===== src/rtl/led_pattern_pkg.sv =====
// Shared types and constants for the LED pattern sequencer.
package led_pattern_pkg;

  localparam int unsigned PWM_WIDTH = 4;

  typedef enum logic [1:0] {
    MODE_FILL   = 2'd0,
    MODE_CHASE  = 2'd1,
    MODE_BOUNCE = 2'd2,
    MODE_BLINK  = 2'd3
  } mode_e;

  typedef enum logic {
    DIR_UP   = 1'b0,
    DIR_DOWN = 1'b1
  } dir_e;

endpackage


===== src/rtl/led_tick_div.sv =====
// Step-rate divider: counts 0..DIV_MAX and fires tick in the cycle it wraps.
// The counter and its wrap both freeze while PAUSE_IN is high.
module led_tick_div #(
  parameter int unsigned DIV_WIDTH = 24,
  parameter int unsigned DIV_MAX   = 16777215
) (
  input  logic CLK_IN,
  input  logic RST_IN,
  input  logic PAUSE_IN,
  output logic tick
);

  localparam logic [DIV_WIDTH-1:0] DIV_TERM = DIV_WIDTH'(DIV_MAX);

  logic [DIV_WIDTH-1:0] div_q;

  // Combinational so the pattern updates on the same edge the divider wraps.
  assign tick = !PAUSE_IN && (div_q == DIV_TERM);

  always_ff @(posedge CLK_IN or posedge RST_IN) begin
    if (RST_IN) begin
      div_q <= '0;
    end else if (!PAUSE_IN) begin
      div_q <= tick ? '0 : div_q + DIV_WIDTH'(1);
    end
  end

endmodule


===== src/rtl/led_pattern_gen.sv =====
// LED pattern sequencer: fill / chase / bounce / blink advanced once per divider tick.
// Define LED_PATTERN_PWM_EN to add a registered PWM brightness stage on LED_OUT.
module led_pattern_gen
  import led_pattern_pkg::*;
#(
  parameter int unsigned NUM_LEDS  = 5,
  parameter int unsigned DIV_WIDTH = 24,
  parameter int unsigned DIV_MAX   = 16777215
) (
  input  logic                 CLK_IN,
  input  logic                 RST_IN,
  input  logic [1:0]           MODE_IN,
  input  logic                 PAUSE_IN,
  input  logic [PWM_WIDTH-1:0] BRIGHT_IN,
  output logic [NUM_LEDS-1:0]  LED_OUT,
  output logic                 STEP_OUT
);

  logic                tick;
  mode_e               mode_q, mode_d, mode_in_c;
  dir_e                dir_q, dir_d;
  logic [NUM_LEDS-1:0] pat_q, pat_d;
  logic                step_q;

  led_tick_div #(
    .DIV_WIDTH (DIV_WIDTH),
    .DIV_MAX   (DIV_MAX)
  ) u_div (
    .CLK_IN   (CLK_IN),
    .RST_IN   (RST_IN),
    .PAUSE_IN (PAUSE_IN),
    .tick     (tick)
  );

  assign mode_in_c = mode_e'(MODE_IN);

  // A tick either switches mode (loading its start pattern) or advances the current one.
  always_comb begin
    mode_d = mode_q;
    dir_d  = dir_q;
    pat_d  = pat_q;
    if (tick) begin
      if (mode_in_c != mode_q) begin
        mode_d = mode_in_c;
        dir_d  = DIR_UP;
        case (mode_in_c)
          MODE_CHASE, MODE_BOUNCE: pat_d = NUM_LEDS'(1);
          default:                 pat_d = '0;
        endcase
      end else begin
        case (mode_q)
          MODE_FILL:  pat_d = (&pat_q) ? '0 : {pat_q[NUM_LEDS-2:0], 1'b1};
          MODE_CHASE: pat_d = {pat_q[NUM_LEDS-2:0], pat_q[NUM_LEDS-1]};
          MODE_BOUNCE: begin
            // Turn around at either end without repeating the end position.
            if (dir_q == DIR_UP) begin
              if (pat_q[NUM_LEDS-1]) begin
                dir_d = DIR_DOWN;
                pat_d = pat_q >> 1;
              end else begin
                pat_d = pat_q << 1;
              end
            end else begin
              if (pat_q[0]) begin
                dir_d = DIR_UP;
                pat_d = pat_q << 1;
              end else begin
                pat_d = pat_q >> 1;
              end
            end
          end
          default:    pat_d = ~pat_q;
        endcase
      end
    end
  end

  always_ff @(posedge CLK_IN or posedge RST_IN) begin
    if (RST_IN) begin
      mode_q <= MODE_FILL;
      dir_q  <= DIR_UP;
      pat_q  <= '0;
      step_q <= 1'b0;
    end else begin
      mode_q <= mode_d;
      dir_q  <= dir_d;
      pat_q  <= pat_d;
      step_q <= tick;
    end
  end

`ifdef LED_PATTERN_PWM_EN
  logic [PWM_WIDTH-1:0] pwm_cnt_q;
  logic [NUM_LEDS-1:0]  led_q;
  logic                 step_dly_q;
  logic                 pwm_on_c;

  // Full scale bypasses the compare so BRIGHT_IN = 15 is continuously on.
  assign pwm_on_c = (BRIGHT_IN == '1) || (pwm_cnt_q < BRIGHT_IN);

  always_ff @(posedge CLK_IN or posedge RST_IN) begin
    if (RST_IN) begin
      pwm_cnt_q  <= '0;
      led_q      <= '0;
      step_dly_q <= 1'b0;
    end else begin
      pwm_cnt_q  <= pwm_cnt_q + PWM_WIDTH'(1);
      led_q      <= pat_q & {NUM_LEDS{pwm_on_c}};
      step_dly_q <= step_q;
    end
  end

  assign LED_OUT  = led_q;
  assign STEP_OUT = step_dly_q;
`else
  logic unused_bright;

  assign unused_bright = ^BRIGHT_IN;
  assign LED_OUT       = pat_q;
  assign STEP_OUT      = step_q;
`endif

endmodule


===== config.mk =====
export PLATFORM = sky130hd
export DESIGN_NAME = led_pattern_gen
export DESIGN_NICKNAME = d
export VERILOG_FILES = /design/src/rtl/led_pattern_pkg.sv /design/src/rtl/led_tick_div.sv /design/src/rtl/led_pattern_gen.sv
export SDC_FILE = /design/constraint.sdc
export NUM_CORES = 1
export LEC_CHECK = 0
export CORE_MARGIN = 3
export CORE_UTILIZATION = 39
export CTS_BUF_LIST = sky130_fd_sc_hd__clkbuf_8
export DETAILED_ROUTE_END_ITERATION = 12
export HOLD_SLACK_MARGIN = 0.15
export SLEW_MARGIN = 20
export SYNTH_ARGS = -nofsm -noshare
export SYNTH_HDL_FRONTEND = slang
export SYNTH_SLANG_ARGS = --single-unit

===== constraint.sdc =====
create_clock -name CLK_IN -period 5.4 [get_ports CLK_IN]
set_input_delay 1.08 -clock CLK_IN [delete_from_list [all_inputs] [get_ports CLK_IN]]
set_output_delay 1.08 -clock CLK_IN [all_outputs]
set_load 0.02 [all_outputs]

# [After elaboration in Yosys (flattened, before gate mapping)]
# Cells that the tools add are included.
[totals] register_bits=33 input_bits=9 output_inout_bits=6
[op_classes] add_sub_neg=1 n_eq_ne=6 muxes=13 n_bitwise=1 reduce_logical=8
[ops] operator="5-bit two-way mux" n=5
[ops] operator="24-bit by 1-bit adder with 24-bit output (second input constant)" n=1
[ops] operator="24-bit == test (second input constant)" n=1
[ops] operator="24-bit two-way mux" n=1
[ops] operator="5-bit case mux with 3 select lines" n=1
[ops] operator="1-bit two-way mux" n=6
[ops] operator="5-bit inverter" n=1
[ops] operator="5-bit AND reduction" n=1
[ops] operator="2-bit by 1-bit == test with 1-bit output (second input constant)" n=2
[ops] operator="2-bit == test (second input constant)" n=2
[ops] operator="2-bit AND reduction" n=2
[ops] operator="2-bit logical NOT" n=1
[ops] operator="2-bit != test" n=1
[ops] operator="2-bit nonzero test" n=1
[ops] operator="2-bit OR reduction" n=1
[ops] operator="1-bit logical AND" n=1
[ops] operator="1-bit logical NOT" n=1

# [Depth between registers and ports, before layout]
# Gate-level depths: netlist of run 1.
[depth] ltp_word=4 depth_mapped=7 depth_no_buf=6

# [By module]
# From an unflattened synthesis of run 1, not the netlist that was laid out.
[hier_totals] hier_cells=194 area_unflattened_um2=1881.8
[modules_own_cells] module="led_tick_div" n_inst=1 cells_per_inst=122 area_per_inst_um2=1213.7
[modules_own_cells] module="led_pattern_gen" n_inst=1 cells_per_inst=72 area_per_inst_um2=668.1

# [Least setup slack after synthesis of run 1]
# Ideal clock, no wire load.
[synth_path] path_kind="in2reg" start="in PAUSE_IN" end="reg u_div.div_q[3]" setup_time_ns=0.120 arrival_time_ns=2.227 required_time_ns=5.280 setup_slack_ns=3.053 cell_stages=6 n_path_buf=2 cell_sequence="nand3b_1 nor4_4 and3_1 buf_4 buf_6 nor2_1"
[synth_between] elab_chain_cells=3
[synth_rtl] element="from (decl)" line_no="led_pattern_gen.sv:13" source="input logic PAUSE_IN,"
[synth_rtl] element="1-bit logical NOT"
[synth_rtl] element="1-bit logical AND" line_no="led_tick_div.sv:18" source="assign tick = !PAUSE_IN && (div_q == DIV_TERM);"
[synth_rtl] element="24-bit two-way mux" line_no="led_tick_div.sv:24" source="div_q <= tick ? '0 : div_q + DIV_WIDTH'(1);"
[synth_rtl] element="to (signal assigned)" line_no="led_tick_div.sv:24"
[synth_rtl] element="to (decl)" line_no="led_tick_div.sv:15" source="logic [DIV_WIDTH-1:0] div_q;"
# Parallel ways exist; a longest one is shown, timed or not.
# A chain may end at the register's enable or synchronous reset.

# [Worst setup path in the final report of run 1]
[layout_path] start="in PAUSE_IN" end="reg pat_q[4], in the netlist LED_OUT[4]"
[layout_between] elab_chain_cells=2
[layout_rtl] element="1-bit logical NOT"
[layout_rtl] element="1-bit logical AND" line_no="led_tick_div.sv:18"
[layout_rtl] element="to (signal assigned)" line_no="led_pattern_gen.sv:87" source="pat_q <= pat_d;"
[layout_rtl] element="to (decl)" line_no="led_pattern_gen.sv:22" source="logic [NUM_LEDS-1:0] pat_q, pat_d;"
# No other way between the ends.

==> reports/metrics.csv, run 1 <==
metric,value,unit
DR iter-0 viols,143,
initial core utilization,0.424,
cell count of the worst reg-to-reg path,6,
largest net degree at the start of global routing,34,
CP startpoint kind,input port,
sequential share of the synthesized area,0.463,
Clk network pwr share,0.433,
DP HPWL,2280,µm
"Remaining Overflow, GRT",0,
final wirelength,3360,µm
Worst-Skew Late Latency,0.29,ns
Syn Nets,195,
Syn Std Cell Area,1780,µm²
peak supply drop,150,µV
async set-or-reset flop fraction in the synthesized netlist,1.00,
IO buf count,10,
Die Ht,73.6,µm
clock slew at reported path FFs,0.08,ns
worst relative slew slack,0.587,
area of the multi-input gates,887,µm²
worst path bufs/invs,1,
CTS Root Cell,clkbuf_8,
global-route wire length before repair,5820,µm
Period minus WS final,3.14,ns
vias per std cell,5.36,
Synth Instances,185,
Net Switching,0.000156,W
vias in the first global route,1265,
final setup vio count,0,
Tot GR Track Use,0.141,
fin cells,246,
postcts setup bufs,0,
routed vias,1319,
Area Overhead vs Synth,14.7,%
fmax,319,MHz
Max-Cap Viols,0,
Switching Fraction,0.243,
"EDFF count, synth",0,
worst hold path depth,1,
drt drc,0,
Worst path slowest cell,and3_1,
area post-placement,1910,µm²
IO Pins,15,
Crit. End Element,flip-flop,
clk_skew,0.00877,ns
hold_ws,0.472,ns
Cell Pwr Density,316,nW/µm²
Die ar.,5420,µm²
Worst-Margin Slew,0.620,ns
R2R setup slack,3.08,ns
Most used DFF post-synth,dfrtp_1,
gp weighted congestion,0.896,
Core Area,4200,µm²
fin area,2040,µm²
Sequential cell area,826,µm²
hold path endpoint,u_div.div_q[6],
DRT antenna net count,0,
initial antenna violation count,0,
Comb power frac,0.104,
die width,73.6,µm
Leakage,0.922,nW
Nets,205,
drt pass-1 iters,4,
Avg WL per Cell,13.6,µm
row count,23,
Cells after DPL,238,
CTS tree,done,
CP Max Fanout,17,
status,finished clean,
min-delay worst type,flip-flop to flip-flop,
# diodes,0,
CTS-repair resized insts,0,
H-tree Lvls,2,
final hold vios,0,
worst path arrival time,3.35,ns
"slowest stage delay, CP",0.65,ns
Mean Syn Cell Area,9.63,µm²
share of layout cells above drive strength 1,0.0816,
critical path required time,5.61,ns
Synth Register Bits,33,
FF-to-FF Start,u_div.div_q[0],
# fillers,394,
critical path's top delay family,simple AND/OR/NAND/NOR gates,
Netlist cell types,43,
setup TNS,0,ns
RSZ-0062 raised after global routing,no,
Int Power,0.000488,W
clock buffer depth,2,
sequential power share,0.462,
CTS Hold Bufs,0,
Hold Startpoint,u_div.div_q[6],
clk sinks,33,
critical path cell sequence,"clkdlybuf4s50_1, nand3b_1, nor4_4, and3_1, nand4_1, o21ai_0",
Yosys warnings,0,
Final Max Slew Viols,0,
final worst-path cycle share,0.581,
CTS Buf Count,5,
reg2reg end,LED_OUT[4],
Crit Path Class,input port to flip-flop,
-- final cells by class --
type / count / share of cell area
clock buffer: 5 / 0.0337
multi-input combinational: 137 / 0.434
sequential: 33 / 0.404
inverter: 7 / 0.0129
tap: 50 / 0.0306
clock inverter: 3 / 0.0318
timing repair buffer: 11 / 0.0527
-- worst max path at each step --
stage	to	depth (start not counted)	startpoint	slack, ns
detailed placement	LED_OUT[4]	6	PAUSE_IN	1.91
global placement	LED_OUT[4]	6	PAUSE_IN	1.97
CTS	LED_OUT[4]	6	PAUSE_IN	2.22
floorplan	u_div.div_q[3]	6	PAUSE_IN	3.05
global route	LED_OUT[4]	6	PAUSE_IN	2.07
finish	LED_OUT[4]	6	PAUSE_IN	2.26
-- cell usage in the layout, fill, tap and decap left out, drive strengths merged, types with 4 or more instances in the layout --
| cell type | synthesis | layout |
|---|---|---|
| xnor2 | 14 | 14 |
| nand3 | 12 | 12 |
| inv | 7 | 7 |
| nand4 | 7 | 7 |
| clkdlybuf4s50 | 0 | 10 |
| xor2 | 9 | 9 |
| and3 | 4 | 4 |
| nor2 | 20 | 20 |
| o21ai | 14 | 14 |
| dfrtp | 33 | 33 |
| nand2 | 20 | 20 |
| clkbuf | 5 | 5 |
-- Yosys cell counts, types with 2 or more instances --
cell type / instances / share of area
dfrtp_1: 33 / 0.46
nand2_1: 20 / 0.042
nor2_1: 20 / 0.042
xnor2_1: 14 / 0.069
o21ai_0: 13 / 0.037
nand3_1: 11 / 0.031
xor2_1: 9 / 0.044
inv_1: 7 / 0.015
nand4_1: 6 / 0.021
clkbuf_1: 5 / 0.011
and3_1: 4 / 0.014
a21oi_1: 3 / 0.0084
nand2b_1: 3 / 0.011
and4_1: 2 / 0.0098
mux2_2: 2 / 0.013
mux2i_1: 2 / 0.011
nand3b_1: 2 / 0.0084
nand4b_1: 2 / 0.0098
nor4_4: 2 / 0.024
o221ai_1: 2 / 0.0098
-- power by group through the flow --
| stage | Combinational (W) | Clock, W | Sequential (W) |
|---|---|---|---|
| after floorplan | 0.0000541 | 0 | 0.000297 |
| after global placement | 0.0000644 | 0 | 0.000300 |
| after detailed placement | 0.0000678 | 0 | 0.000303 |
| after CTS | 0.0000684 | 0.000286 | 0.000298 |
| after global routing | 0.0000794 | 0.000298 | 0.000302 |
| final | 0.0000673 | 0.000279 | 0.000298 |
-- state kept, by name (all words and copies together), names as in the netlist --
name	count
dir_q	1
u_div.div_q	24
STEP_OUT	1
LED_OUT	5
mode_q	2
-- per-stage QoR --
stage / power [W] / utilization / setup slack [ns]
floorplan: 0.000351 / - / 3.05
global placement: 0.000364 / 0.454 / 1.97
detailed placement: 0.000371 / 0.454 / 1.91
CTS: 0.000653 / 0.486 / 2.22
global route: 0.000679 / 0.486 / 2.07
finish: 0.000645 / 0.486 / 2.26
-- layer usage --
| metal | vias up | wire length [µm] | GRT usage | share of wire |
|---|---|---|---|---|
| met1 | 626 | 1620 | 0.186 | 0.48 |
| met3 | 5 | 145 | 0.0397 | 0.043 |
| met2 | 23 | 1540 | 0.215 | 0.46 |
| met5 | - | 0 | 0 | 0 |
| li1 | 665 | - | - | - |
| met4 | 0 | 54 | 0.0644 | 0.016 |
-- cells by family after synthesis --
family                   synth area share
multiplexers                       0.0239
XOR/XNOR                            0.113
flip-flops                          0.463
buffers and inverters              0.0386
AO/OA/AOI/OAI                       0.103
adder cells (fa/ha/maj)           0.00702
AND/OR/NAND/NOR                     0.251
No activity file was read; power rests on OpenSTA's default activity.
==> run 2: changes to the inputs <==
==> constraint.sdc (replaced) <==
create_clock -name CLK_IN -period 3.15 [get_ports CLK_IN]
set_input_delay 0.63 -clock CLK_IN [delete_from_list [all_inputs] [get_ports CLK_IN]]
set_output_delay 0.63 -clock CLK_IN [all_outputs]
set_load 0.02 [all_outputs]
==> run 2 against run 1 <==
Against the previous run: die area is the same; clock skew shrank 0.0018 ns; sequential share of layout area grew 0.73 points; critical path type unchanged; largest cell class unchanged; largest power group unchanged.
==> reports/metrics.csv, run 2 (same netlist as run 1, synthesis figures left out) <==
metric,value,unit
status,finished clean,
final setup vio count,0,
clk sinks,33,
vias per std cell,5.57,
peak supply drop,256,µV
area post-placement,1920,µm²
clock buffer depth,2,
IO buf count,10,
CTS Root Cell,clkbuf_8,
CTS Buf Count,5,
"commonest non-fill, non-tap cell in the layout",dfrtp_1,
Tot GR Track Use,0.151,
Max-Cap Viols,0,
DRT antenna net count,0,
clock slew at reported path FFs,0.07,ns
Final Max Slew Viols,0,
drt pass-1 iters,4,
clk_skew,0.00692,ns
worst path arrival time,2.55,ns
postcts setup bufs,0,
Leakage,0.914,nW
CP startpoint kind,input port,
"Remaining Overflow, GRT",0,
CTS-repair resized insts,0,
max reg flops,24,
CTS tree,done,
fin area,2010,µm²
initial core utilization,0.424,
worst relative slew slack,0.690,
Avg WL per Cell,14.8,µm
CTS Hold Bufs,0,
Die ar.,5420,µm²
drt drc,0,
Area Overhead vs Synth,12.6,%
initial antenna violation count,0,
IO Pins,15,
Crit Path Class,input port to flip-flop,
global-route wire length before repair,6370,µm
Nets,207,
final hold vios,0,
largest net degree at the start of global routing,34,
routed vias,1381,
min-delay worst type,flip-flop to flip-flop,
"Most flops, register",u_div.div_q,
gp weighted congestion,0.923,
Die Ht,73.6,µm
Cell Pwr Density,461,nW/µm²
final wirelength,3660,µm
Worst-Margin Slew,0.461,ns
final worst-path cycle share,0.757,
DP HPWL,2630,µm
die width,73.6,µm
Period minus WS final,2.39,ns
critical path required time,3.31,ns
row count,23,
hold_ws,0.478,ns
CP Max Fanout,11,
# diodes,0,
Core Area,4200,µm²
share of layout cells above drive strength 1,0.0859,
Worst-Skew Late Latency,0.28,ns
DR iter-0 viols,114,
fmax,419,MHz
RSZ-0062 raised after global routing,no,
setup TNS,0,ns
Crit. End Element,flip-flop,
H-tree Lvls,2,
most frequent cells in the layout,"dfrtp_1 (33), nand2_1 (20), nor2_1 (20)",
vias in the first global route,1359,
==> run 2: where the power goes <==
part           total [W]  leakage (nW)  internal [W]  switching [W]
clock           0.000298        0.0491      0.000150       0.000148
combinational   0.000115         0.433     0.0000540      0.0000609
sequential      0.000512         0.432      0.000469      0.0000432
==> run 2: final timing paths <==
check                                      from               to  slack [ns]  cells after the start
worst max register to register   u_div.div_q[0]  u_div.div_q[23]        1.15                      7
worst min-delay path            u_div.div_q[23]  u_div.div_q[23]        0.48                      1
min in group asynchronous                RST_IN  u_div.div_q[18]        0.75                      3
worst max-delay path                   PAUSE_IN  u_div.div_q[23]        0.76                      7
max in group asynchronous                RST_IN   u_div.div_q[9]        2.10                      3
worst min register to register  u_div.div_q[23]  u_div.div_q[23]        0.48                      1
==> run 2: critical path: stages <==
cell and delay, ns:
clkdlybuf4s50_1 0.49, nand3b_1 0.33, nor4_4 0.28, buf_4 0.21, nand3_2 0.22, a21boi_0 0.28
mux2i_1 0.10
==> run 2: layout make-up <==
type,count,area (µm²)
clock buffer,5,68.8
tap,50,62.6
inverter,7,26.3
multi-input combinational,137,887
timing repair buffer,13,123
sequential,33,826
clock inverter,3,13.8
fill,384,2190
==> run 2: through the flow <==
stage	setup WS, ns	instances	total power (W)	utilization
6_report	0.764	248	0.000924	0.478
5_1_grt	0.651	248	0.000982	0.478
4_1_cts	0.736	248	0.000938	0.478
3_5_place_dp	0.441	240	0.000638	0.458
3_3_place_gp	0.590	240	0.000624	0.458
2_1_floorplan	1.25	185	0.000602	-
==> run 2: routing by layer <==
layer,up-vias,GRT usage,part of all wire
li1,670,-,-
met1,686,0.189,0.47
met5,-,0,0
met3,4,0.0438,0.032
met2,21,0.251,0.49
met4,0,0.0483,0.0093
